===== config.mk =====
export PLATFORM = sky130hd
export DESIGN_NAME = tt_um_mrmola_sum_tx
export DESIGN_NICKNAME = d
export VERILOG_FILES = /design/src/rtl/tt_mrmola_pkg.sv /design/src/rtl/mrmola_serial_tx.sv /design/src/rtl/tt_um_mrmola_sum_tx.sv
export SDC_FILE = /design/constraint.sdc
export NUM_CORES = 1
export LEC_CHECK = 0
export ABC_AREA = 1
export ABC_CLOCK_PERIOD_IN_PS = 3400
export CORE_UTILIZATION = 55
export CTS_BUF_LIST = sky130_fd_sc_hd__clkbuf_2
export CTS_CLUSTER_DIAMETER = 200
export CTS_CLUSTER_SIZE = 12
export DETAILED_ROUTE_END_ITERATION = 8
export GPL_TIMING_DRIVEN = 0
export HOLD_SLACK_MARGIN = 0.1
export PLACE_DENSITY_LB_ADDON = 0.25
export SYNTH_ARGS = -nofsm -noshare
export SYNTH_HDL_FRONTEND = slang
export SYNTH_SLANG_ARGS = --single-unit

===== constraint.sdc =====
create_clock -name clk -period 3.4 [get_ports clk]
set_input_delay 0.85 -clock clk [delete_from_list [all_inputs] [get_ports clk]]
set_output_delay 0.85 -clock clk [all_outputs]
set_load 0.1 [all_outputs]

===== src/rtl/tt_mrmola_pkg.sv =====
// Shared types and constants for the accumulating sum transmitter.
package tt_mrmola_pkg;

    typedef enum logic [1:0] {
        StIdle,
        StStart,
        StData,
        StStop
    } tx_state_e;

    // Frame payload: acc[7:0] followed by the sticky carry.
    localparam int unsigned FRAME_DATA_BITS = 9;

    localparam int unsigned CTRL_LOAD  = 0;
    localparam int unsigned CTRL_SEND  = 1;
    localparam int unsigned CTRL_CLEAR = 2;
    localparam int unsigned NUM_CTRL   = 3;

endpackage


===== src/rtl/mrmola_serial_tx.sv =====
// UART-style transmitter: start bit, FRAME_DATA_BITS payload LSB first, stop bit.
module mrmola_serial_tx
    import tt_mrmola_pkg::*;
#(
    parameter int unsigned CLKS_PER_BIT = 16
) (
    input  logic                       clk,
    input  logic                       rst_n,
    input  logic                       start,
    input  logic [FRAME_DATA_BITS-1:0] data,
    output logic                       tx,
    output logic                       busy
);

    localparam logic [15:0] LAST_TICK = 16'(CLKS_PER_BIT - 1);
    localparam logic [3:0]  LAST_BIT  = 4'(FRAME_DATA_BITS - 1);

    tx_state_e                  state_q;
    logic [15:0]                timer_q;
    logic [3:0]                 bit_idx_q;
    logic [FRAME_DATA_BITS-1:0] shift_q;
    logic                       tx_q;
    logic                       busy_q;
    logic                       tick_done;

    assign tick_done = (timer_q == LAST_TICK);

    always_ff @(posedge clk or negedge rst_n) begin
        if (!rst_n) begin
            state_q   <= StIdle;
            timer_q   <= '0;
            bit_idx_q <= '0;
            shift_q   <= '0;
            tx_q      <= 1'b1;
            busy_q    <= 1'b0;
        end else begin
            unique case (state_q)
                StIdle: begin
                    timer_q <= '0;
                    if (start) begin
                        state_q <= StStart;
                        shift_q <= data;
                        tx_q    <= 1'b0;
                        busy_q  <= 1'b1;
                    end
                end
                StStart: begin
                    if (tick_done) begin
                        state_q   <= StData;
                        timer_q   <= '0;
                        bit_idx_q <= '0;
                        tx_q      <= shift_q[0];
                    end else begin
                        timer_q <= timer_q + 16'd1;
                    end
                end
                StData: begin
                    if (tick_done) begin
                        timer_q <= '0;
                        if (bit_idx_q == LAST_BIT) begin
                            state_q <= StStop;
                            tx_q    <= 1'b1;
                        end else begin
                            // shift_q[0] always holds the bit currently on the wire
                            bit_idx_q <= bit_idx_q + 4'd1;
                            shift_q   <= {1'b0, shift_q[FRAME_DATA_BITS-1:1]};
                            tx_q      <= shift_q[1];
                        end
                    end else begin
                        timer_q <= timer_q + 16'd1;
                    end
                end
                StStop: begin
                    if (tick_done) begin
                        state_q <= StIdle;
                        timer_q <= '0;
                        busy_q  <= 1'b0;
                    end else begin
                        timer_q <= timer_q + 16'd1;
                    end
                end
                default: state_q <= StIdle;
            endcase
        end
    end

    assign tx   = tx_q;
    assign busy = busy_q;

endmodule


===== src/rtl/tt_um_mrmola_sum_tx.sv =====
// Accumulating adder whose {carry, sum} is shipped out as a serial frame on request.
module tt_um_mrmola_sum_tx
    import tt_mrmola_pkg::*;
#(
    parameter int unsigned CLKS_PER_BIT = 16
) (
    input  logic [7:0] ui_in,
    output logic [7:0] uo_out,
    input  logic [7:0] uio_in,
    output logic [7:0] uio_out,
    output logic [7:0] uio_oe,
    input  logic       ena,
    input  logic       clk,
    input  logic       rst_n
);

    logic [NUM_CTRL-1:0] sync1_q;
    logic [NUM_CTRL-1:0] sync2_q;
    logic [NUM_CTRL-1:0] prev_q;
    logic [NUM_CTRL-1:0] armed_q;
    logic                live_q;
    logic [NUM_CTRL-1:0] rise;

    logic [7:0] acc_q;
    logic       carry_q;
    logic [8:0] sum;
    logic       send_start;
    logic       tx;
    logic       busy;

    // A strobe is armed only after a genuine low has been synchronised, so a pin
    // held high across reset release never produces an edge.
    always_ff @(posedge clk or negedge rst_n) begin
        if (!rst_n) begin
            sync1_q <= '0;
            sync2_q <= '0;
            prev_q  <= '0;
            armed_q <= '0;
            live_q  <= 1'b0;
        end else begin
            sync1_q <= uio_in[NUM_CTRL-1:0];
            sync2_q <= sync1_q;
            prev_q  <= sync2_q;
            live_q  <= 1'b1;
            armed_q <= armed_q | ({NUM_CTRL{live_q}} & ~sync1_q);
        end
    end

    assign rise = sync2_q & ~prev_q & armed_q;
    assign sum  = {1'b0, acc_q} + {1'b0, ui_in};

    always_ff @(posedge clk or negedge rst_n) begin
        if (!rst_n) begin
            acc_q   <= '0;
            carry_q <= 1'b0;
        end else if (rise[CTRL_CLEAR]) begin
            acc_q   <= '0;
            carry_q <= 1'b0;
        end else if (rise[CTRL_LOAD]) begin
            acc_q   <= sum[7:0];
            carry_q <= carry_q | sum[8];
        end
    end

    assign send_start = rise[CTRL_SEND] & ~busy;

    mrmola_serial_tx #(
        .CLKS_PER_BIT(CLKS_PER_BIT)
    ) u_serial_tx (
        .clk  (clk),
        .rst_n(rst_n),
        .start(send_start),
        .data ({carry_q, acc_q}),
        .tx   (tx),
        .busy (busy)
    );

    assign uo_out  = {5'b0, carry_q, busy, tx};
    assign uio_out = 8'h00;
    assign uio_oe  = 8'h00;

    logic unused_ok;
    assign unused_ok = ^{ena, uio_in[7:3]};

endmodule


### Yosys cells after proc, flatten, opt, wreduce, memory -nomap -nowiden

Cells that the tools add are included.

| storage, ports and cells | value |
|---|---|
| bits of input ports | 19 |
| output and inout port bits | 24 |
| register bits | 55 |
| word-level logic and storage cells | 76 |

| cells by class | value |
|---|---|
| reduce and logical (&&, ||, !) cells | 12 |
| bitwise logic cells | 9 |
| muxes and demuxes | 28 |
| add/subtract/negate cells | 3 |
| equality and inequality tests | 11 |

Operators by type and width:

| operator | count |
|---|---|
| 16-bit one-hot mux with 2 select lines | 1 |
| 9-bit 2-to-1 mux | 3 |
| 9-bit one-hot mux with 2 select lines | 1 |
| 16-bit by 1-bit adder with 16-bit output (second input constant) | 1 |
| 16-bit by 4-bit equality test with 1-bit output (second input constant) | 1 |
| 16-bit 2-to-1 mux | 1 |
| 8-bit 2-to-1 mux | 2 |
| 4-bit 2-to-1 mux | 3 |
| 4-bit AND reduction | 3 |
| 2-bit 2-to-1 mux | 5 |
| 8-bit by 8-bit adder with 9-bit output | 1 |
| 3-bit bitwise AND | 3 |
| 1-bit 2-to-1 mux | 8 |
| 2-bit by 1-bit != test with 1-bit output (second input constant) | 4 |
| 2-bit one-hot mux with 4 select lines | 1 |
| 4-bit one-hot mux with 2 select lines | 1 |
| 2-bit nonzero test | 4 |
| 3-bit inverter | 2 |
| 5-bit AND reduction | 1 |
| 4-bit by 1-bit adder with 4-bit output (second input constant) | 1 |
| 2-bit equality test (second input constant) | 2 |
| 4-bit equality test (second input constant) | 1 |
| 2-bit != test (second input constant) | 2 |
| 3-bit OR | 1 |
| 10 further kinds | 10 |

### Longest topological paths before layout

| depth | value |
|---|---|
| word-level depth | 6 |
| depth in mapped cells | 11 |
| gate-level depth less buffers | 11 |

### By module

Synthesis repeated with hierarchy kept, for this count alone.

| unflattened totals | value |
|---|---|
| cells, all modules | 367 |
| area, all modules | 3139.3 sq um |

Modules (own cells, without submodules):

| module | area each (sq um) | cells an instance | instances | seq. area each (sq um) |
|---|---|---|---|---|
| mrmola_serial_tx | 1880.6 | 229 | 1 | 827.0 |
| tt_um_mrmola_sum_tx | 1258.7 | 138 | 1 | 550.5 |

### Worst setup path after synthesis

OpenSTA, ideal clock, no wires.

| path | value |
|---|---|
| path type | input-to-reg |
| start | input port ui_in[0] |
| end | register carry_q |
| arrival time | 1.906 ns |
| stages on the path | 10 |
| buffers on the path | 0 |
| setup slack | 1.377 ns |
| path through | ha_1 > fa_1 > nand3_1 > nand2_1 > nand2_1 > nand2_1 > nand3_1 > nand2_1 > nand2_1 > nand2_1 |

| on the way | value |
|---|---|
| longest elaborated chain between the ends | 4 |

Ends and longest elaborated chain:

| what | RTL line | RTL |
|---|---|---|
| start: declaration | tt_um_mrmola_sum_tx.sv:7 | `input logic [7:0] ui_in,` |
| 8-bit by 8-bit adder with 9-bit output | tt_um_mrmola_sum_tx.sv:50 | `assign sum = {1'b0, acc_q} + {1'b0, ui_in};` |
| 1-bit OR | tt_um_mrmola_sum_tx.sv:61 | `carry_q <= carry_q \| sum[8];` |
| 1-bit 2-to-1 mux | tt_um_mrmola_sum_tx.sv:59 | `end else if (rise[CTRL_LOAD]) begin` |
| 1-bit 2-to-1 mux | tt_um_mrmola_sum_tx.sv:56 | `end else if (rise[CTRL_CLEAR]) begin` |
| end signal: assignment | tt_um_mrmola_sum_tx.sv:61 |  |
| end: declaration | tt_um_mrmola_sum_tx.sv:25 | `logic carry_q;` |

No other way between the ends. The select of a mux whose other input is x is not followed.
A chain may end at the register's enable or synchronous reset.

### Worst setup path after layout

| path | value |
|---|---|
| start | register u_serial_tx.tx_q (netlist: u_serial_tx.tx) |
| end | output port uo_out[0] |

RTL lines:

| what | RTL line | RTL |
|---|---|---|
| start: declaration | mrmola_serial_tx.sv:22 | `logic tx_q;` |
| start signal: assignment | mrmola_serial_tx.sv:52 | `tx_q <= shift_q[0];` |
| start signal: assignment | mrmola_serial_tx.sv:67 | `tx_q <= shift_q[1];` |
| end: declaration | tt_um_mrmola_sum_tx.sv:8 | `output logic [7:0] uo_out,` |

No word-level cell between the ends.

==> metrics.txt <==
gpl congestion between 0.7 and 0.8; setup repair after global routing missed its margin no; average via count per standard cell between 4 and 5; Initial Utilization roughly three fifths; global-route wire length before repair between 9 and 10 mm; Clock Root Buffer sky130_fd_sc_hd__clkbuf_2; cell family with the largest share of critical-path delay buffers and inverters; Net count, final 452; cells along the critical path buf_4 > clkdlybuf4s50_1; power density cells 644 nW/µm²; die boundary height between 70 and 80 µm; num rows 26; I/O pin cnt 43; TritonCTS sink count 55; Req. time, crit path 2550 ps; Skew-Pair Late Insertion Delay about 440 ps; number of design rule violations left after detail routing 0; via total after detailed routing 2,353; R2R cell count 9; synthesis-to-layout area growth 12.4%; Horiz. Die Dim approximately 77 µm; part of the power in combinational logic between 40% and 50%; switching component of the power 1.05 mW; HP Class primary input to asynchronous set/reset pin; Placeable Area approximately 5300 µm²; Worst VDD drop around 360 µV; Yosys warning count 0; share of the clock period used by the worst path after layout 90.5%; number of antenna violations at the first check in global routing 0; Hold Vio Cnt, Final 0; area of the mapped netlist 3100 µm²; number of global-route vias before repair ~2,100; Hold Slack around 250 ps; leakage power of the design around 1.8 nW; detailed router's first-iteration violation count 131; cell with the largest stage delay on the worst path sky130_fd_sc_hd__clkdlybuf4s50_1; transition time at the pin with the least slew margin a little under 1000 ps; Post-CTS Setup Repair Bufs 0; reported max-cap violation count 0; number of levels in the clock H-tree 2; Inst Count DP ~480; critical path data arrival time ~2200 ps; register bit count reported by yosys 55; worst max-slew margin expressed relative to the limit a little over a third; Worst R2R Setup Slack 1620 ps; number of setup violations in the final report 0; critical path class flip-flop to output pin; worst clock skew 19.2 ps; post-detail-place hpwl 4.03 mm; shortest clock period the worst path allows after layout between 3000 and 4000 ps; length of the first detailed-routing pass in iterations 4; peak fanout along the critical path 2; All-Layer GR Usage between 10% and 20%; sequential element share of the synthesized area 44.4%; final-report max-slew violation count 0; post-CTS sizing 0; wire length per cell between 10 and 15 µm; Crit path depth 2; CTS clock-pin slew for the worst setup and hold paths around 300 ps; CTS hold repair buffers 0; number of CTS-inserted buffers 5; number of antenna diodes 0; Total Die Area just under 6000 µm²; proportion of power drawn by the clock network about an eighth; power share of the sequential group 38.7%; layout cells sized above 1 12.0%; outcome completed; Switching Share 46.7%; number of standard cells in the layout, taps in and fillers out between 400 and 500; DP Area 3430 µm²; startpoint types flip-flop; maximum number of pins on one net before global-route repair 41; final non-filler cell area approximately 3500 µm²; CP bufs+invs 2; Post-Synthesis Mean Instance Area around 8.3 µm²; number of library cell types mapped by synthesis 35; number of input and output port buffers inserted 15; Cell Int Power 1.20 mW; final WL around 5.2 mm; endpoint kind of the worst setup timing path output pin; highest attainable clock frequency 325 MHz; Cells after Synth 373; antenna-violating nets left 0; maximum cell stage delay along the critical path between 1000 and 1500 ps; CTS tree built; total congestion overflow 0; CTS max path bufs 2
## kinds of logic (layout without fill, tap and decap cells)
kind of cell	count (synthesis)	after routing	synth area share (%)
compound gates	40	40	7.14
fa+ha+maj	17	17	7.10
xor+xnor	13	13	3.67
buf+inv	63	87	10.6
simple gates	183	183	26.8
flops	55	55	44.4
other cells	2	22	0.242
## power groups by stage
stage	Combinational (mW)	Sequential [mW]	Clock, mW
4_1_cts	1.10	0.868	0.299
2_1_floorplan	0.899	0.855	0
6_report	1.09	0.868	0.285
3_3_place_gp	1.07	0.873	0
3_5_place_dp	1.09	0.880	0
5_1_grt	1.23	0.886	0.317
## state kept, by name (all words and copies together), names as in the netlist, 2 cells and up
name and cells:
prev_q 3, u_serial_tx.state_q 2, acc_q 8, u_serial_tx.timer_q 16, sync1_q 3, u_serial_tx.bit_idx_q 4, u_serial_tx.shift_q 9, armed_q 3
sync2_q 3
## cell usage after synthesis (all sizes together)
library cell | count | share of area (%)
o21a | 1 | 0.24
or2 | 2 | 0.40
a21oi | 16 | 2.7
nand2 | 113 | 14
inv | 36 | 4.4
o22ai | 3 | 0.61
o21bai | 3 | 0.73
a31oi | 1 | 0.20
dfrtp | 54 | 44
nand3b | 2 | 0.48
nor2 | 37 | 5.3
xor2 | 7 | 2.0
clkbuf | 1 | 0.12
nand3 | 19 | 3.5
o21ai | 15 | 2.4
buf | 26 | 6.1
xnor2 | 6 | 1.7
dfstp | 1 | 0.85
conb | 2 | 0.24
nor3b | 2 | 0.65
o211ai | 1 | 0.24
nand4 | 4 | 1.3
ha | 16 | 6.5
fa | 1 | 0.65
nor3 | 4 | 0.81
## area by class of cell
cell class	count	area, µm²
fill	447	1780
inverter	36	135
clock inverter	3	31.3
multi-input combinational	275	1470
tap	70	87.6
sequential	55	1380
timing repair buffer	16	165
clock buffer	5	25.0
buffer	27	194
## metrics by stage
step,util (%),TNS (ps),power (mW),setup WS [ps]
after floorplan,-,0,1.75,1380
after global placement,64.8,-7370,1.94,-139
after detailed placement,65.1,0,1.97,805
after CTS,66.1,0,2.26,285
after global routing,66.1,0,2.43,239
final,66.1,0,2.24,323
## per-layer routing
metal | share of wire, % | GRT usage, % | routed length (µm)
met1 | 50 | 27.4 | 2570
met2 | 45 | 30.3 | 2340
met3 | 4.4 | 3.57 | 227
met4 | 0.81 | 4.53 | 42
met5 | 0 | 0 | 0
## final timing paths
path / startpoint / to
worst min-delay path: rst_n / u_serial_tx.timer_q[1]$_DFF_PN0_
max in group asynchronous: rst_n / u_serial_tx.bit_idx_q[0]$_DFFE_PN0P_
worst max register to register: u_serial_tx.state_q[0]$_DFFE_PN0P_ / u_serial_tx.bit_idx_q[2]$_DFFE_PN0P_
min in group clk: sync1_q[2]$_DFF_PN0_ / sync2_q[2]$_DFF_PN0_
worst max-delay path: u_serial_tx.tx$_DFFE_PN1P_ / uo_out[0]
worst min register to register: sync1_q[2]$_DFF_PN0_ / sync2_q[2]$_DFF_PN0_
## cells in the final DEF (no fill, tap or decap), drive strengths merged
cell type	Yosys	layout
clkbuf	1	6
xnor2	6	6
o21ai	15	15
dfrtp	54	54
nand3b	2	2
nand3	19	19
o211ai	1	1
ha	16	16
nor2	37	37
nand4	4	4
nor3b	2	2
clkdlybuf4s50	0	14
fa	1	1
nor3	4	4
a31oi	1	1
dfstp	1	1
xor2	7	7
inv	36	38
nand2	113	113
or2	2	2
o22ai	3	3
o21bai	3	3
buf	26	28
clkinv	0	1
o21a	1	1
conb	2	22
a21oi	16	16
Note: power is estimated with default switching activity, not from simulation.
